===== config.mk =====
export PLATFORM = sky130hd
export DESIGN_NAME = paddle_pulse_decoder
export DESIGN_NICKNAME = d
export VERILOG_FILES = /design/src/rtl/paddle_dec_pkg.sv /design/src/rtl/paddle_pos_filter.sv /design/src/rtl/paddle_pulse_decoder.sv
export SDC_FILE = /design/constraint.sdc
export NUM_CORES = 1
export LEC_CHECK = 0
export BUFFER_PORTS_ARGS = -buffer_cell sky130_fd_sc_hd__buf_2
export CAP_MARGIN = 20
export CORE_UTILIZATION = 50
export CTS_BUF_LIST = sky130_fd_sc_hd__clkbuf_2
export CTS_CLUSTER_SIZE = 40
export DETAILED_ROUTE_END_ITERATION = 10
export MAX_ROUTING_LAYER = met4
export PLACE_DENSITY = 0.7
export SYNTH_ARGS = -nofsm -noshare
export SYNTH_HDL_FRONTEND = slang
export SYNTH_SLANG_ARGS = --single-unit

===== constraint.sdc =====
create_clock -name clk_sys -period 1.51 [get_ports clk_sys]
set_clock_uncertainty 0.15 [all_clocks]
set_input_delay 0.302 -clock clk_sys [delete_from_list [all_inputs] [get_ports clk_sys]]
set_output_delay 0.302 -clock clk_sys [all_outputs]
set_load 0.005 [all_outputs]

===== src/rtl/paddle_dec_pkg.sv =====
// Shared types and constants for the paddle pulse decoder.
// Optional feature macro: PADDLE_DEC_FILTER_EN (4-capture moving-average on pos).
package paddle_dec_pkg;

    // Decoder control states.
    typedef enum logic [1:0] {
        IDLE    = 2'd0,
        ARM     = 2'd1,
        MEASURE = 2'd2,
        DONE    = 2'd3
    } dec_state_t;

    // Default saturation / timeout line count.
    localparam int unsigned PAD_DEFAULT_MAX = 255;

    // Number of captures averaged by the position filter (power of two).
    localparam int unsigned FILT_DEPTH = 4;

    // True for states in which a measurement is in progress.
    function automatic logic is_busy_state(input dec_state_t s);
        return (s == ARM) || (s == MEASURE);
    endfunction

endpackage : paddle_dec_pkg


===== src/rtl/paddle_pos_filter.sv =====
// Moving-average filter over the last FILT_DEPTH raw position captures.
// Instantiated by paddle_pulse_decoder only when PADDLE_DEC_FILTER_EN is defined.
// The first capture after reset preloads every history entry; output is the
// truncating mean, registered one cycle after the input strobe.
module paddle_pos_filter
    import paddle_dec_pkg::*;
#(
    parameter int unsigned CNT_W = 8
) (
    input  logic             clk_i,
    input  logic             rst_n_i,
    input  logic             in_valid_i,
    input  logic [CNT_W-1:0] in_pos_i,
    output logic [CNT_W-1:0] pos_o,
    output logic             pos_valid_o
);

    localparam int unsigned SHIFT = $clog2(FILT_DEPTH);
    localparam int unsigned SUM_W = CNT_W + SHIFT;

    logic [CNT_W-1:0] hist_q [FILT_DEPTH];
    logic [SUM_W-1:0] sum_q;
    logic [SUM_W-1:0] sum_d;
    logic             primed_q;
    logic [CNT_W-1:0] pos_q;
    logic             pos_valid_q;

    // Running sum of the history: add the newcomer, drop the oldest entry.
    // Before the first capture the sum is the newcomer replicated FILT_DEPTH times.
    always_comb begin
        sum_d = sum_q;
        if (primed_q) begin
            sum_d = sum_q + SUM_W'(in_pos_i) - SUM_W'(hist_q[FILT_DEPTH-1]);
        end else begin
            sum_d = SUM_W'(in_pos_i) << SHIFT;
        end
    end

    // History shift, sum register and registered mean output.
    always_ff @(posedge clk_i or negedge rst_n_i) begin
        if (!rst_n_i) begin
            for (int unsigned i = 0; i < FILT_DEPTH; i++) begin
                hist_q[i] <= '0;
            end
            sum_q       <= '0;
            primed_q    <= 1'b0;
            pos_q       <= '0;
            pos_valid_q <= 1'b0;
        end else begin
            pos_valid_q <= in_valid_i;
            if (in_valid_i) begin
                hist_q[0] <= in_pos_i;
                for (int unsigned i = 1; i < FILT_DEPTH; i++) begin
                    hist_q[i] <= primed_q ? hist_q[i-1] : in_pos_i;
                end
                sum_q    <= sum_d;
                primed_q <= 1'b1;
                pos_q    <= sum_d[SUM_W-1:SHIFT];
            end
        end
    end

    assign pos_o       = pos_q;
    assign pos_valid_o = pos_valid_q;

endmodule : paddle_pos_filter


===== src/rtl/paddle_pulse_decoder.sv =====
// Paddle pot-timing decoder: counts hsync rising edges while pad_out is high
// after a pad_en_n trigger release, and publishes the count with a strobe.
// Optional macro PADDLE_DEC_FILTER_EN routes captures through paddle_pos_filter
// (4-capture mean, strobe one cycle later); default build publishes raw captures.
module paddle_pulse_decoder
    import paddle_dec_pkg::*;
#(
    parameter int unsigned CNT_W     = 8,
    parameter int unsigned MAX_LINES = PAD_DEFAULT_MAX
) (
    input  logic             clk_sys,
    input  logic             reset_n,
    input  logic             pad_en_n,
    input  logic             pad_out,
    input  logic             hsync,
    output logic [CNT_W-1:0] pos,
    output logic             pos_valid,
    output logic             timeout,
    output logic             busy
);

    localparam logic [CNT_W-1:0] SAT_VAL = CNT_W'(MAX_LINES);
    localparam logic [CNT_W-1:0] PRE_SAT = CNT_W'(MAX_LINES - 1);

    dec_state_t       state_q;
    logic [CNT_W-1:0] cnt_q;
    logic [CNT_W-1:0] cap_q;
    logic             tflag_q;
    logic [CNT_W-1:0] raw_pos_q;
    logic             raw_valid_q;
    logic             timeout_q;
    logic             busy_q;

    logic             hsync_q;
    logic             pad_en_q;
    logic             hs_edge;
    logic             en_rise;

    // Previous-cycle copies of hsync and pad_en_n for edge detection.
    always_ff @(posedge clk_sys or negedge reset_n) begin
        if (!reset_n) begin
            hsync_q  <= 1'b0;
            pad_en_q <= 1'b1;
        end else begin
            hsync_q  <= hsync;
            pad_en_q <= pad_en_n;
        end
    end

    assign hs_edge = hsync & ~hsync_q;
    assign en_rise = pad_en_n & ~pad_en_q;

    // Measurement FSM with registered capture, strobe, timeout and busy.
    // Saturation is detected one count early so cnt_q never wraps.
    always_ff @(posedge clk_sys or negedge reset_n) begin
        if (!reset_n) begin
            state_q     <= IDLE;
            cnt_q       <= '0;
            cap_q       <= '0;
            tflag_q     <= 1'b0;
            raw_pos_q   <= '0;
            raw_valid_q <= 1'b0;
            timeout_q   <= 1'b0;
            busy_q      <= 1'b0;
        end else begin
            raw_valid_q <= 1'b0;
            unique case (state_q)
                IDLE: begin
                    if (!pad_en_n) begin
                        state_q <= ARM;
                        busy_q  <= is_busy_state(ARM);
                    end
                end
                ARM: begin
                    cnt_q   <= '0;
                    tflag_q <= 1'b0;
                    if (en_rise) begin
                        state_q <= MEASURE;
                        busy_q  <= is_busy_state(MEASURE);
                    end
                end
                MEASURE: begin
                    if (!pad_en_n) begin
                        state_q <= ARM;
                        busy_q  <= is_busy_state(ARM);
                    end else if (!pad_out) begin
                        cap_q   <= cnt_q;
                        tflag_q <= 1'b0;
                        state_q <= DONE;
                        busy_q  <= is_busy_state(DONE);
                    end else if (hs_edge) begin
                        if (cnt_q == PRE_SAT) begin
                            cnt_q   <= SAT_VAL;
                            cap_q   <= SAT_VAL;
                            tflag_q <= 1'b1;
                            state_q <= DONE;
                            busy_q  <= is_busy_state(DONE);
                        end else begin
                            cnt_q <= cnt_q + CNT_W'(1);
                        end
                    end
                end
                DONE: begin
                    raw_pos_q   <= cap_q;
                    raw_valid_q <= 1'b1;
                    timeout_q   <= tflag_q;
                    state_q     <= IDLE;
                    busy_q      <= is_busy_state(IDLE);
                end
                default: begin
                    state_q <= IDLE;
                    busy_q  <= 1'b0;
                end
            endcase
        end
    end

`ifdef PADDLE_DEC_FILTER_EN
    logic [CNT_W-1:0] filt_pos;
    logic             filt_valid;

    paddle_pos_filter #(
        .CNT_W (CNT_W)
    ) u_pos_filter (
        .clk_i       (clk_sys),
        .rst_n_i     (reset_n),
        .in_valid_i  (raw_valid_q),
        .in_pos_i    (raw_pos_q),
        .pos_o       (filt_pos),
        .pos_valid_o (filt_valid)
    );

    assign pos       = filt_pos;
    assign pos_valid = filt_valid;
`else
    assign pos       = raw_pos_q;
    assign pos_valid = raw_valid_q;
`endif

    assign timeout = timeout_q;
    assign busy    = busy_q;

endmodule : paddle_pulse_decoder


==> impl_metrics.toml <==
[finish]
finalNonFillerCells = 188
nFillCells = 203
antennaDiodeCount = 0
nets = 163
final_layout_size_suffix_gt1_share_pct = 47.13
area.growth.synth_to_final_pct = 28.82

[detailed_routing]
ant_nets = 0
wire_per_inst_um = 16.52
drtIter0Drc = 18
vias_per_cell = 5.654
num_vias = 1063
firstDrtPassIters = 4
routed_wl_um = 3105
drc = 0

[die]
die_y_um = 55.53
io_pins = 16
rows = 19
fp.dieArea_um2 = 3084
initial_core_util_pct = 52.40
die_w_um = 55.53
coreArea_um2 = 2734

[sta]
max_freq_mhz = 624.5
finalMaxSlewViolations = 0
rsz0062_at_grt = "yes"
post-route-period-util_pct = 106.0
period_minus_slack_ns = 1.601
timing.final.ws_setup_ns = -0.09130
finalHoldViolCount = 0
setup_viol = 17
tightest_slew_ns = 0.4327
relSlewSlack_pct = 71.15

[logic_synthesis]
synth.cell_area_um2 = 1433
netlist.area_leader.share_pct = 54.15
async_reset_ff_share_pct = 100.0
yosys.cell_types.count = 38
synth.most_common_cell = "dfrtp_1"
yosys-top-cells-count = "31 x dfrtp_1, 9 x mux2_2, 8 x o22a_1"
synthTopCellsByArea = "dfrtp_1 54%, mux2_2 7.1%, o22a_1 4.9%"
avgSynthCellArea_um2 = 12.91
syn_nets = 118
yosys.area.top_type = "dfrtp_1"
synth-seq-area-share_pct = 55.98
postSynthCellCount = 111
synth_edf_count = 0
yosysWarnings = 0
synth_seq_cells = 32
synthFlopType = "dfrtp_1"

[pwr]
vdd_drop_max_mv = 0.9032
clock_power_share_pct = 18.2
power.density_nw_per_um2 = 1141
p_comb_share_pct = 24.0
internal_power_mw = 1.509
power_mw = 2.105
swShare_pct = 28.34
p_sw_mw = 0.5967
p_seq_share_pct = 57.9
leakage_nw = 0.9160

[worst_setup_path]
worstPathArrival_ns = 1.75
critPathLaunchType = "register"
critPathRequiredTime_ns = 1.66
crit_path_end_kind = "register"
path_cells = "inv_1 > ha_2 > and3_4 > a41oi_4 > nor2_4 > o22a_1"
crit_path_max_incr_delay_ns = 0.42
path_max_fanout = 8
path_class = "register to register"
worst_path_max_delay_cell = "dfrtp_1"

[grt]
antenna_found_initial = 0
grt_use_total_pct = 22.88
overflow = 0
first_global_vias = 1103
grt_pass1_wl_um = 5168
grt_max_degree = 21

[cts]
h-tree-depth = 2
clk_latency_ns = 0.35
clk_pin_slew_ns = 0.16
cts_made_buffers = 5
cts_buffer_depth = 2
cts_tree = "built"
cts.sinks = 32
cts_root_buffer = "clkbuf_2"

[placement]
dp.cells = 174
gp_congestion = 0.7936
io_buffers = 15
dpl.hpwl_um = 2183

[run_status]
status = "complete, but fails checks"
violations = "negative setup slack"

[hold_path]
min_path_type = "primary input to register"

[run]
max-cap-violations = 0
==> cell type report <==
class / count / area [um2] / share of cell area [%]
clock buffer: 6 / 30.03 / 1.627
timing repair buffer: 42 / 299.0 / 16.20
sequential: 32 / 803.3 / 43.53
tap: 31 / 38.79 / 2.102
multi-input combinational: 71 / 651.9 / 35.32
clock inverter: 2 / 7.507 / 0.4068
inverter: 4 / 15.01 / 0.8136
==> stage by stage <==
stage	hold WS, ns	cell area, um2	setup TNS, ns	setup slack, ns	utilization, %
CTS	0.02505	1802	-0.1874	-0.03080	65.90
global placement	0.1154	1697	-0.05104	-0.02555	62.06
floorplan	-0.1436	1440	0	0.01217	-
global route	0.02539	1846	-2.234	-0.1497	67.51
detailed placement	0.1228	1697	-0.3648	-0.05482	62.06
finish	0.05210	1846	-0.8575	-0.09130	67.51
==> cell usage in the layout, fill, tap and decap left out, types with 2 or more instances in the layout <==
cell type,Yosys,layout
dlygate4sd3_1,0,2
nand2b_1,4,2
buf_4,1,23
a21boi_1,0,2
clkbuf_2,0,6
clkinv_1,0,2
o21ai_0,4,3
dfrtp_1,31,30
a31oi_1,5,5
nor3_4,2,2
mux2_2,9,9
o22a_1,8,8
and4_1,2,2
inv_1,4,4
nand2_1,4,3
nand2b_4,0,2
buf_2,1,15
a21oi_1,5,5
==> critical path: cells and delay by family, from the launching register on <==
kind                       cells  cell delay (ns)
AOI/OAI and AO/OA              2             0.30
adders and majority gates      1             0.17
buffers and inverters          1             0.07
DFF                            1             0.42
and+or+nand+nor                2             0.43
==> power groups by stage <==
stage                     Sequential [mW]  Clock (mW)  Combinational, mW
final                                1.22       0.383              0.504
after global routing                 1.25       0.436              0.549
after CTS                            1.22       0.396              0.502
after detailed placement             1.23           0              0.487
after global placement               1.22           0              0.471
after floorplan                      1.21           0              0.277
==> routing by layer <==
layer | wire, um | GRT usage (%)
met5 | 0 | -
met4 | 56 | 11.07
met3 | 122 | 4.215
met2 | 1569 | 35.63
met1 | 1357 | 28.98
==> flip-flops by register name, indices dropped and copies added (netlist names) <==
signal	count
pos	8
hsync_q	1
state_q	2
cnt_q	8
pos_valid	1
cap_q	8
busy	1
tflag_q	1
timeout	1
pad_en_q	1
==> final timing paths <==
check                      cells after the start         end  slack (ns)  startpoint
setup / recovery                               6    cap_q[4]       -0.09    cnt_q[0]
hold / removal                                 2     hsync_q        0.05       hsync
setup reg to reg                               6    cap_q[4]       -0.09    cnt_q[0]
hold reg to reg                                1    cap_q[4]        0.36    cap_q[4]
max in group asynchronous                      3  state_q[0]        0.47     reset_n
min in group asynchronous                      2    cap_q[5]        0.24     reset_n
==> kinds of logic after synthesis <==
kind of cell	share of synthesized area (%)
buffers and inverters	2.969
AND/OR/NAND/NOR	14.50
adder cells (fa/ha/maj)	1.746
multiplexers	7.773
flip-flops	55.98
AO/OA/AOI/OAI	17.03
==> what timing repair did <==
action                                 4_1_cts  5_1_grt
hold buffers                                 2        0
resized for setup                            8        8
pin swaps                                   14        7
buffers inserted                             2        2
setup endpoints to repair                   13       25
endpoints found under the hold margin       18        0
(Power assumes the default switching activity.)
